### src/rtl/led_scroll_feeder_if.sv
// Display bus between the scroll feeder and the seven-segment stage.
// The master side drives the character, anodes and status outputs and
// samples the debounced button level. The slave side is the consumer
// view: the decoder, the anode pins and whatever supplies the button.
interface led_scroll_feeder_if;
    logic       button;
    logic [3:0] char;
    logic       an3;
    logic       an2;
    logic       an1;
    logic       an0;
    logic [3:0] offset;
    logic       frame_tick;

    modport master (
        input  button,
        output char,
        output an3,
        output an2,
        output an1,
        output an0,
        output offset,
        output frame_tick
    );

    modport slave (
        output button,
        input  char,
        input  an3,
        input  an2,
        input  an1,
        input  an0,
        input  offset,
        input  frame_tick
    );
endinterface

### src/rtl/led_scroll_feeder.sv
// Four-digit scrolling message source for the seven-segment driver.
// Digits 3 down to 0 each get one slot of DIGIT_CYCLES clocks. The first
// DEAD_CYCLES clocks of every slot keep all anodes dark so the previous
// digit's segments never bleed into the next one. A rising button edge
// is remembered and applied only on the last cycle of the digit 0 slot,
// so the window always moves between frames and never in the middle of one.
module led_scroll_feeder #(
    parameter logic [63:0] MESSAGE      = 64'h0123456789ABCDEF,
    parameter logic [15:0] DIGIT_CYCLES = 16'd4096,
    parameter logic [15:0] DEAD_CYCLES  = 16'd256
) (
    input  logic                 clk,
    input  logic                 reset,
    led_scroll_feeder_if.master  bus
);

    typedef enum logic [1:0] {
        DIGIT0 = 2'd0,
        DIGIT1 = 2'd1,
        DIGIT2 = 2'd2,
        DIGIT3 = 2'd3
    } digit_t;

    localparam logic [15:0] SLOT_LAST = DIGIT_CYCLES - 16'd1;

    digit_t      digit;
    digit_t      digit_next;
    logic [15:0] slot_cnt;
    logic [15:0] slot_cnt_next;
    logic [3:0]  offset;
    logic [3:0]  offset_next;
    logic        pending;
    logic        pending_next;
    logic        btn_q;

    logic        slot_last;
    logic        frame_end;
    logic        rise;
    logic [3:0]  char_idx;
    logic [3:0]  anodes;

    // Register the display position, the window offset and the button history.
    always_ff @(posedge clk) begin
        if (reset) begin
            digit    <= DIGIT3;
            slot_cnt <= 16'd0;
            offset   <= 4'd0;
            pending  <= 1'b0;
            btn_q    <= 1'b0;
        end else begin
            digit    <= digit_next;
            slot_cnt <= slot_cnt_next;
            offset   <= offset_next;
            pending  <= pending_next;
            btn_q    <= bus.button;
        end
    end

    // Slot counter and digit sequencer: 3, 2, 1, 0, then back to 3.
    always_comb begin
        slot_last     = (slot_cnt == SLOT_LAST);
        frame_end     = slot_last && (digit == DIGIT0);
        slot_cnt_next = slot_cnt + 16'd1;
        digit_next    = digit;
        if (slot_last) begin
            slot_cnt_next = 16'd0;
            case (digit)
                DIGIT3:  digit_next = DIGIT2;
                DIGIT2:  digit_next = DIGIT1;
                DIGIT1:  digit_next = DIGIT0;
                default: digit_next = DIGIT3;
            endcase
        end
    end

    // Latch one button press and move the window only at the frame boundary.
    always_comb begin
        rise         = bus.button & ~btn_q;
        offset_next  = offset;
        pending_next = pending;
        if (frame_end && (pending || rise)) begin
            offset_next  = offset + 4'd1;
            pending_next = 1'b0;
        end else if (rise) begin
            pending_next = 1'b1;
        end
    end

    // Pick the message nibble for the active digit and light its anode after the dead-time.
    always_comb begin
        char_idx = offset + {2'b00, ~digit};
        anodes   = 4'b1111;
        if (slot_cnt >= DEAD_CYCLES) begin
            case (digit)
                DIGIT3:  anodes = 4'b0111;
                DIGIT2:  anodes = 4'b1011;
                DIGIT1:  anodes = 4'b1101;
                default: anodes = 4'b1110;
            endcase
        end
    end

    assign bus.char       = MESSAGE[{~char_idx, 2'b00} +: 4];
    assign bus.an3        = anodes[3];
    assign bus.an2        = anodes[2];
    assign bus.an1        = anodes[1];
    assign bus.an0        = anodes[0];
    assign bus.offset     = offset;
    assign bus.frame_tick = frame_end;

endmodule

### src/flat_wrapper.sv
// flat-port wrapper written by rule: the top's interface ports become plain ports
module led_scroll_feeder_flat 
#(
    parameter logic [63:0] MESSAGE      = 64'h0123456789ABCDEF,
    parameter logic [15:0] DIGIT_CYCLES = 16'd4096,
    parameter logic [15:0] DEAD_CYCLES  = 16'd256
)
  (clk, reset, bus_button, bus_char, bus_an3, bus_an2, bus_an1, bus_an0, bus_offset, bus_frame_tick);
  led_scroll_feeder_if bus_i ();
  input  logic clk;
  input  logic reset;
  input wire logic [$bits(bus_i.button)-1:0] bus_button;
  output wire logic [$bits(bus_i.char)-1:0] bus_char;
  output wire logic [$bits(bus_i.an3)-1:0] bus_an3;
  output wire logic [$bits(bus_i.an2)-1:0] bus_an2;
  output wire logic [$bits(bus_i.an1)-1:0] bus_an1;
  output wire logic [$bits(bus_i.an0)-1:0] bus_an0;
  output wire logic [$bits(bus_i.offset)-1:0] bus_offset;
  output wire logic [$bits(bus_i.frame_tick)-1:0] bus_frame_tick;
  assign bus_i.button = bus_button;
  assign bus_char = bus_i.char;
  assign bus_an3 = bus_i.an3;
  assign bus_an2 = bus_i.an2;
  assign bus_an1 = bus_i.an1;
  assign bus_an0 = bus_i.an0;
  assign bus_offset = bus_i.offset;
  assign bus_frame_tick = bus_i.frame_tick;
  led_scroll_feeder #(.MESSAGE(MESSAGE), .DIGIT_CYCLES(DIGIT_CYCLES), .DEAD_CYCLES(DEAD_CYCLES)) u_core (.clk(clk), .reset(reset), .bus(bus_i));
endmodule
### config.mk
export PLATFORM = sky130hd
export DESIGN_NAME = led_scroll_feeder_flat
export DESIGN_NICKNAME = d
export VERILOG_FILES = /design/src/rtl/led_scroll_feeder_if.sv /design/src/rtl/led_scroll_feeder.sv /design/src/flat_wrapper.sv
export SDC_FILE = /design/constraint.sdc
export NUM_CORES = 1
export LEC_CHECK = 0
export CAP_MARGIN = 10
export CORE_MARGIN = 2
export CORE_UTILIZATION = 53
export DETAILED_ROUTE_END_ITERATION = 10
export GPL_ROUTABILITY_DRIVEN = 0
export MAX_ROUTING_LAYER = met4
export PLACE_DENSITY = 0.78
export SYNTH_ARGS = -nofsm -noshare
export SYNTH_HDL_FRONTEND = slang
export SYNTH_SLANG_ARGS = --single-unit
### constraint.sdc
create_clock -name clk -period 2.5 [get_ports clk]
set_input_delay 0.75 -clock clk [delete_from_list [all_inputs] [get_ports clk]]
set_output_delay 0.75 -clock clk [all_outputs]
set_load 0.005 [all_outputs]
# After elaboration in Yosys (flattened, before gate mapping)

Index checks and enable logic that the tools add are counted.

Logic and storage cells: 27
Input bits: 3
Bits in registers: 24

Reductions and logical operators: 6
Magnitude comparators: 1
Equality and inequality tests: 4
Muxes and demuxes: 3
Add/subtract/negate cells: 3
Shifts and indexed selects: 1
Bitwise gates (word level): 4

Operator list:

| cell                    | number |
|---|---|
| $shiftx 64x7->4 const A | 1 |
| $add 16x1->16 const B   | 1 |
| $eq 16x12->1 const B    | 1 |
| $ge 16x9->1 const B     | 1 |
| $pmux 4 s3              | 1 |
| $pmux 2 s3              | 1 |
| $add 4x1->4 const B     | 1 |
| $add 4x2->4             | 1 |
| $eq 2x2->1 const B      | 2 |
| $mux 4                  | 1 |
| $not 4->4               | 1 |
| $reduce_or 2->1         | 2 |
| $eq 2x1->1 const B      | 1 |
| $logic_and 1x1->1       | 2 |
| $logic_not 2->1         | 1 |
| $not 2->2               | 1 |
| $and 1x1->1             | 1 |
| $logic_or 1x1->1        | 1 |
| $not 1->1               | 1 |

# Longest topological paths before layout

Gate-level depths: netlist (run 1).

Word-level depth: 5
Mapped depth: 6
Gate-level depth less buffers: 5

# Worst setup path before layout (run 1)

No wires, ideal clock.

Path kind: register to register
Start: register u_core.slot_cnt[13]
End: register u_core.offset[3], in the netlist u_core.bus.offset[3]
Required time: 2.430 ns
Period minus slack after synthesis: 2.213 ns
Data arrival time: 2.143 ns
Stages on the path, launching flop included: 6
Slack: 0.287 ns
Path buffers: 1
Setup time: 0.070 ns
Cell sequence: dfxtp_1 or4_4 or4_4 buf_6 or4_1 a21oi_1

Cells in the longest elaborated chain, start to end: 3

Ends and longest elaborated chain:

| element                  | RTL line                | text |
|---|---|---|
| start: declaration       | led_scroll_feeder.sv:28 | `logic [15:0] slot_cnt;` |
| start signal: assignment | led_scroll_feeder.sv:52 | `slot_cnt <= slot_cnt_next;` |
| $eq 16x12->1             | led_scroll_feeder.sv:61 | `slot_last = (slot_cnt == SLOT_LAST);` |
| $logic_and 1x1->1        | led_scroll_feeder.sv:62 | `frame_end = slot_last && (digit == DIGIT0);` |
| $logic_and 1x1->1        | led_scroll_feeder.sv:81 | `if (frame_end && (pending \|\| rise)) begin` |
| end signal: assignment   | led_scroll_feeder.sv:53 | `offset <= offset_next;` |
| end: declaration         | led_scroll_feeder.sv:30 | `logic [3:0] offset;` |

No other way between the ends.
A chain may end at the register's enable or synchronous reset.

# Final worst setup path (run 1)

Start: register u_core.slot_cnt[15]
End: output bus_frame_tick

Cells in the longest elaborated chain, start to end: 2

Ends and longest elaborated chain:

| element           | RTL line                | text |
|---|---|---|
| $eq 16x12->1      | led_scroll_feeder.sv:61 |  |
| $logic_and 1x1->1 | led_scroll_feeder.sv:62 |  |
| end: declaration  | flat_wrapper.sv:19      | `output wire logic [$bits(bus_i.frame_tick)-1:0] bus_frame_tick;` |

No other way between the ends.

==> results of run 1 <==
-- layout make-up --
class	count	area share
repair buffers	35	0.172
flip-flops and latches	24	0.296
inverters	11	0.0251
clock buffers	4	0.0221
well taps	28	0.0213
multi-input cells	107	0.463
-- synthesized netlist by cell type (2+ instances only) --
library cell	n
clkbuf_1	2
or3_1	2
ha_1	11
a21oi_1	5
or4_4	2
nor2_1	21
o21bai_1	2
nand2_1	9
o31ai_1	2
dfxtp_1	24
xor2_1	2
o21ai_0	3
xnor2_1	12
nand4_1	4
inv_1	11
nor4_1	5
nor2b_1	2
nand3_1	6
nor3_1	6
or4_1	2
nand2b_1	4
-- timing repair --
item,CTS,global route
resized for setup,29,12
endpoints found under the setup margin,8,6
pin swaps,7,4
setup buffers,1,2
-- through the flow --
step	total power, mW	TNS (ns)
global route	0.656	-0.132
global placement	0.431	-0.0880
detailed placement	0.433	-0.180
floorplan	0.418	0
CTS	0.633	0
finish	0.631	-0.0168
-- logic make-up after synthesis --
logic type / synth area share
AND/OR/NAND/NOR: 0.263
flip-flops: 0.382
AO/OA/AOI/OAI: 0.0757
XOR/XNOR: 0.0976
buffers and inverters: 0.0478
adder cells (fa/ha/maj): 0.125
multiplexers: 0.00797
-- power by group through the flow --
stage	clock (mW)	sequential (mW)	combinational [mW]
after floorplan	0	0.402	0.0165
after global placement	0	0.401	0.0309
after detailed placement	0	0.401	0.0321
after CTS	0.209	0.392	0.0324
after global routing	0.227	0.393	0.0358
final	0.207	0.392	0.0321
-- layer usage --
layer,part of all wire,vias up
li1,-,562
met1,0.42,543
met2,0.53,29
met3,0.035,6
met4,0.016,0
met5,0,-
-- worst paths after layout --
path	cells after the start	slack, ns	end
max	4	-0.02	bus_frame_tick
min	2	0.52	u_core.pending$_SDFFE_PP0P_
max reg2reg	5	0.14	u_core.bus.offset[3]$_SDFFE_PP0P_
min reg2reg	2	0.52	u_core.pending$_SDFFE_PP0P_
-- sequential cells by signal, summed over array words and instances (netlist names) --
| register | cells |
|---|---|
| u_core.btn_q | 1 |
| u_core.bus.offset | 4 |
| u_core.digit | 2 |
| u_core.pending | 1 |
| u_core.slot_cnt | 16 |
-- cell usage in the layout (no fill, tap or decap), types with 4 or more instances in the layout --
| cell type | netlist | final |
|---|---|---|
| nor2_1 | 21 | 21 |
| buf_4 | 0 | 19 |
| dfxtp_1 | 24 | 19 |
| xnor2_1 | 12 | 12 |
| inv_1 | 11 | 10 |
| ha_1 | 11 | 10 |
| clkdlybuf4s50_1 | 0 | 7 |
| nand2_1 | 9 | 6 |
| nand3_1 | 6 | 6 |
| nor3_1 | 6 | 6 |
| a21oi_1 | 5 | 5 |
| dfxtp_2 | 0 | 5 |
| nor4_1 | 5 | 4 |
| nand4_1 | 4 | 4 |
-- worst min-delay path, stage by stage, from the launching register on --
cell and delay (ns):
dfxtp_1 0.35, o21bai_1 0.07, nor2_1 0.07
==> results.yml, run 1 <==
detailed_routing:
  first_iter_violations: 22
  drt-total-wl_um: 2870
  drc: 0
  postRouteAntennaNets: 0
  dr.pass1.iters: 4
  vias_per_cell: 5.45
  wl_per_cell_um: 13.7
  num_vias: 1140
placed_design:
  portBuffers: 15
  preCtsSetupSlack_ns: -0.128
  dp_hpwl_um: 2110
  placed_area_mm2: 0.00156
  dp_cells: 203
sta:
  period_share: 1.01
  slew_viol_final: 0
  rsz0062_at_grt: "true"
  slew_headroom: 0.576
  final-setup-viol-count: 1
  min_period_ns: 2.52
  finalWorstSetupSlack_ns: -0.0168
  finalHoldViolations: 0
  max_freq_ghz: 0.397
  worstMarginPinSlew_ns: 0.630
  whs_ns: 0.518
  fin_skew_ns: 0.00940
clock_network:
  clk_pin_slew_ns: 0.14
  cts_made_buffers: 3
  cts-root-buf: "clkbuf_4"
  holdBufCountCts: 0
  cts_max_level: 1
  cts_tree: "done"
  cts_num_sinks: 24
  insertion_delay_ns: 0.32
  cts.path.max_buffers: 2
setup_path:
  cp-startpoint: "u_core.slot_cnt[15]$_SDFF_PP0_"
  cp_slowest_cell: "or4_4"
  worstPathMaxFanout: 2
  arrival_ns: 1.77
  slowest_delay_ns: 0.55
  required_ns: 1.75
  path_buf_inv: 1
  r2r-start: "u_core.slot_cnt[15]$_SDFF_PP0_"
  crit_path_cell_trace: "or4_4, nor4_4, and2_4, clkbuf_2"
  cp-start-kind: "flop"
  worstSetupPathType: "reg -> out"
  endpoint_kind: "primary output"
  critPathTopFamily: "simple AND/OR/NAND/NOR gates"
yosys:
  synth_top_flop_cell: "dfxtp_1"
  synth_cell_type_count: 29
  yosys-top-cells-area: "dfxtp_1 (38%), ha_1 (11%), xnor2_1 (8.4%)"
  yosysTopAreaCell: "dfxtp_1"
  avgSynthCellArea_um2: 8.66
  syn_nets: 160
  yosysSeqAreaShare: 0.382
  syn-cell-area_mm2: 0.00126
  ys_seq_elements: 24
  yosys_warnings: 0
  syn_inst: 145
  synth_top_area_share: 0.382
  ys_async_sr_fraction: 0
  synth_edf_count: 0
die:
  row_count: 17
  die_h_um: 52.7
  die_w_um: 52.7
  fp.dieArea_mm2: 0.00278
  start_util: 0.562
  core-area_mm2: 0.00223
  io_pins: 16
cells_and_area:
  multi_input_area_um2: 761
  fill_cells: 176
  n_antenna_cell: 0
  area_growth_pct: 30.8
  design_area_mm2: 0.00164
  drive_above_1_share: 0.249
  fin_cells: 209
  final_nets: 197
  seqCellArea_um2: 487
  fin_util: 0.736
grt:
  met1_usage: 0.226
  first_global_vias: 1205
  antenna_found_initial: 0
  grt_max_degree: 14
  gr-usage-met3: 0.0400
  grt.total_usage: 0.235
  use_met2: 0.452
  overflow: 0
  grt_pass1_wl_um: 4720
  busiest_layer: "met2"
power:
  powerDensity_mw_per_mm2: 384
  cellInternalPower_uw: 493
  p_switching_uw: 138
  clockPowerShare: 0.327
  leakagePower_nw: 0.661
  seqPwrFrac: 0.622
  vdd_ir_drop_max_mv: 0.370
  p_sw_frac: 0.219
  power_frac_comb: 0.051
outcome:
  status: "finished, violations left"
  violations: "negative setup slack"
worst_hold_path:
  hold_class: "reg -> reg"
  min-delay-start: "u_core.pending$_SDFFE_PP0P_"
flow_run:
  maxCapViolations: 0
Note: power is estimated with default switching activity, not from simulation.
==> run 2: changes to the inputs <==
Settings changed: GPL_ROUTABILITY_DRIVEN 0 to not set, GPL_TIMING_DRIVEN set to 0.
Clock period 2.5 ns to 2.35 ns, I/O delays scaled along.
==> run 2 against run 1 <==
The run still ends with negative setup slack left. Largest cell class unchanged. Die area stayed put. Routed wire length decreased by 1.7%. Largest power group unchanged. Register-to-register slack lost 0.08 ns. Total power decreased by 0.81%. Sequential cell count did not move.
==> results.yml, run 2 (synthesis results as in run 1) <==
outcome:
  status: "finished, violations left"
  violations: "negative setup slack"
detailed_routing:
  drt-total-wl_um: 2820
  vias_per_cell: 5.39
  first_iter_violations: 17
  postRouteAntennaNets: 0
  num_vias: 1115
  wl_per_cell_um: 13.6
  drc: 0
  dr.pass1.iters: 4
cells_and_area:
  final_cell_mix: "nor2_1 (21), buf_4 (15), dfxtp_1 (15), xnor2_1 (12)"
  n_antenna_cell: 0
  area_growth_pct: 32.0
  fill_cells: 167
  final_common_cell: "nor2_1"
  drive_above_1_share: 0.302
  fin_util: 0.742
  final_nets: 196
  largest_register_ffs: 16
  top_register: "u_core.slot_cnt"
  reg_top3: "u_core.slot_cnt: 16 flops, u_core.bus.offset: 4 flops, u_core.digit: 2 flops"
  design_area_mm2: 0.00166
die:
  fp.dieArea_mm2: 0.00278
  row_count: 17
  die_w_um: 52.7
  io_pins: 16
  die_h_um: 52.7
  core-area_mm2: 0.00223
  start_util: 0.562
placed_design:
  dp_hpwl_um: 1790
  portBuffers: 15
  gp_congestion: 0.741
  placed_area_mm2: 0.00144
setup_path:
  worstSetupPathType: "reg -> out"
  crit_path_cell_trace: "or4_4, buf_6, nor4_4, and2_4, buf_6"
  crit_path_frequent_cell: "buf_6"
  cp_slowest_cell: "or4_4"
  cp-start-kind: "flop"
  required_ns: 1.64
  slowest_delay_ns: 0.53
  endpoint_kind: "primary output"
  arrival_ns: 1.83
  worst_r2r_endpoint: "u_core.bus.offset[2]$_SDFFE_PP0P_"
  worst-r2r-setup-slack_ns: 0.06
  r2r-start: "u_core.slot_cnt[15]$_SDFF_PP0_"
  worstPathMaxFanout: 2
  ff2ff_path_depth: 6
worst_hold_path:
  hold_class: "reg -> reg"
  hold_end: "u_core.slot_cnt[0]$_SDFF_PP0_"
  hold_depth: 1
  min-delay-start: "u_core.slot_cnt[0]$_SDFF_PP0_"
power:
  seqPwrFrac: 0.670
  p_switching_uw: 142
  leakagePower_nw: 0.645
  clockPowerShare: 0.287
  vdd_ir_drop_max_mv: 0.395
  powerDensity_mw_per_mm2: 378
  p_sw_frac: 0.227
  cellInternalPower_uw: 484
  power_frac_comb: 0.043
clock_network:
  cts_num_sinks: 24
  cts.path.max_buffers: 2
  cts_tree: "done"
  cts_made_buffers: 3
  cts-root-buf: "clkbuf_4"
  insertion_delay_ns: 0.32
  clk_pin_slew_ns: 0.11
  cts_max_level: 1
  holdBufCountCts: 0
grt:
  grt_pass1_wl_um: 4440
  antenna_found_initial: 0
  grt.total_usage: 0.230
  grt_max_degree: 14
  first_global_vias: 1029
  overflow: 0
sta:
  slew_viol_final: 0
  final-setup-viol-count: 5
  rsz0062_at_grt: "true"
  finalHoldViolations: 0
  slew_headroom: 0.507
  finalWorstSetupSlack_ns: -0.187
  max_freq_ghz: 0.394
  fin_skew_ns: 0.0144
  worstMarginPinSlew_ns: 0.732
  min_period_ns: 2.54
  period_share: 1.08
flow_run:
  maxCapViolations: 0
## run 2: cell types whose count changed in the layout (fill, tap and decap cells not counted), sizes merged
cell | previous run | this run
clkdlybuf4s15 | 1 | 0
clkbuf | 5 | 6
dlygate4sd2 | 2 | 0
## run 2: repair_timing
action,CTS,global route
pin swaps,8,6
gates resized for setup,51,13
gates cloned,0,0
setup buffers,13,5
endpoints found under the setup margin,20,22
## run 2: how the worst max path moves through the flow
stage                                         from                                end  slack [ns]  depth (start not counted)
global route        u_core.slot_cnt[15]$_SDFF_PP0_                     bus_frame_tick       -0.26                          5
CTS                 u_core.slot_cnt[13]$_SDFF_PP0_                     bus_frame_tick       -0.25                          5
global placement     u_core.slot_cnt[0]$_SDFF_PP0_                     bus_frame_tick       -0.41                          5
detailed placement   u_core.slot_cnt[0]$_SDFF_PP0_                     bus_frame_tick       -0.43                          5
floorplan           u_core.slot_cnt[13]$_SDFF_PP0_  u_core.bus.offset[3]$_SDFFE_PP0P_        0.14                          5
finish              u_core.slot_cnt[15]$_SDFF_PP0_                     bus_frame_tick       -0.19                          5
## run 2: area by class of cell
| class | instances | area [µm²] | share of cell area |
|---|---|---|---|
| inverter | 11 | 43.8 | 0.0264 |
| timing repair buffer | 33 | 269 | 0.162 |
| sequential | 24 | 499 | 0.301 |
| multi-input combinational | 107 | 785 | 0.473 |
| tap | 28 | 35.0 | 0.0211 |
| clock buffer | 3 | 22.5 | 0.0136 |
| buffer | 1 | 3.75 | 0.00226 |
## run 2: through the flow
stage / setup TNS (ns) / instances / hold slack (ns) / total power, mW / setup WS [ns]
6_report: -0.609 / 207 / 0.480 / 0.626 / -0.187
3_3_place_gp: -0.613 / 188 / 0.474 / 0.453 / -0.406
4_1_cts: -0.708 / 202 / 0.483 / 0.627 / -0.252
3_5_place_dp: -1.38 / 188 / 0.493 / 0.455 / -0.428
5_1_grt: -0.881 / 207 / 0.492 / 0.651 / -0.263
2_1_floorplan: 0 / 145 / 0.453 / 0.445 / 0.137
## run 2: power groups by stage
stage,logic [mW],clock network [mW],registers (mW)
detailed placement,0.0258,0,0.429
global placement,0.0248,0,0.429
finish,0.0270,0.180,0.419
floorplan,0.0175,0,0.428
CTS,0.0263,0.181,0.419
global route,0.0317,0.199,0.421
## run 2: critical path, delay by kind of cell, from the launching register on
kind / cells / cell delay (ns)
flops: 1 / 0.34
simple gates: 3 / 0.96
buf+inv: 2 / 0.23
## run 2: per-layer routing
layer	GRT usage	vias to the layer above	share of wire
met3	0.0343	4	0.040
li1	-	563	-
met4	0.103	0	0.018
met5	-	-	0
met1	0.215	521	0.40
met2	0.452	27	0.54
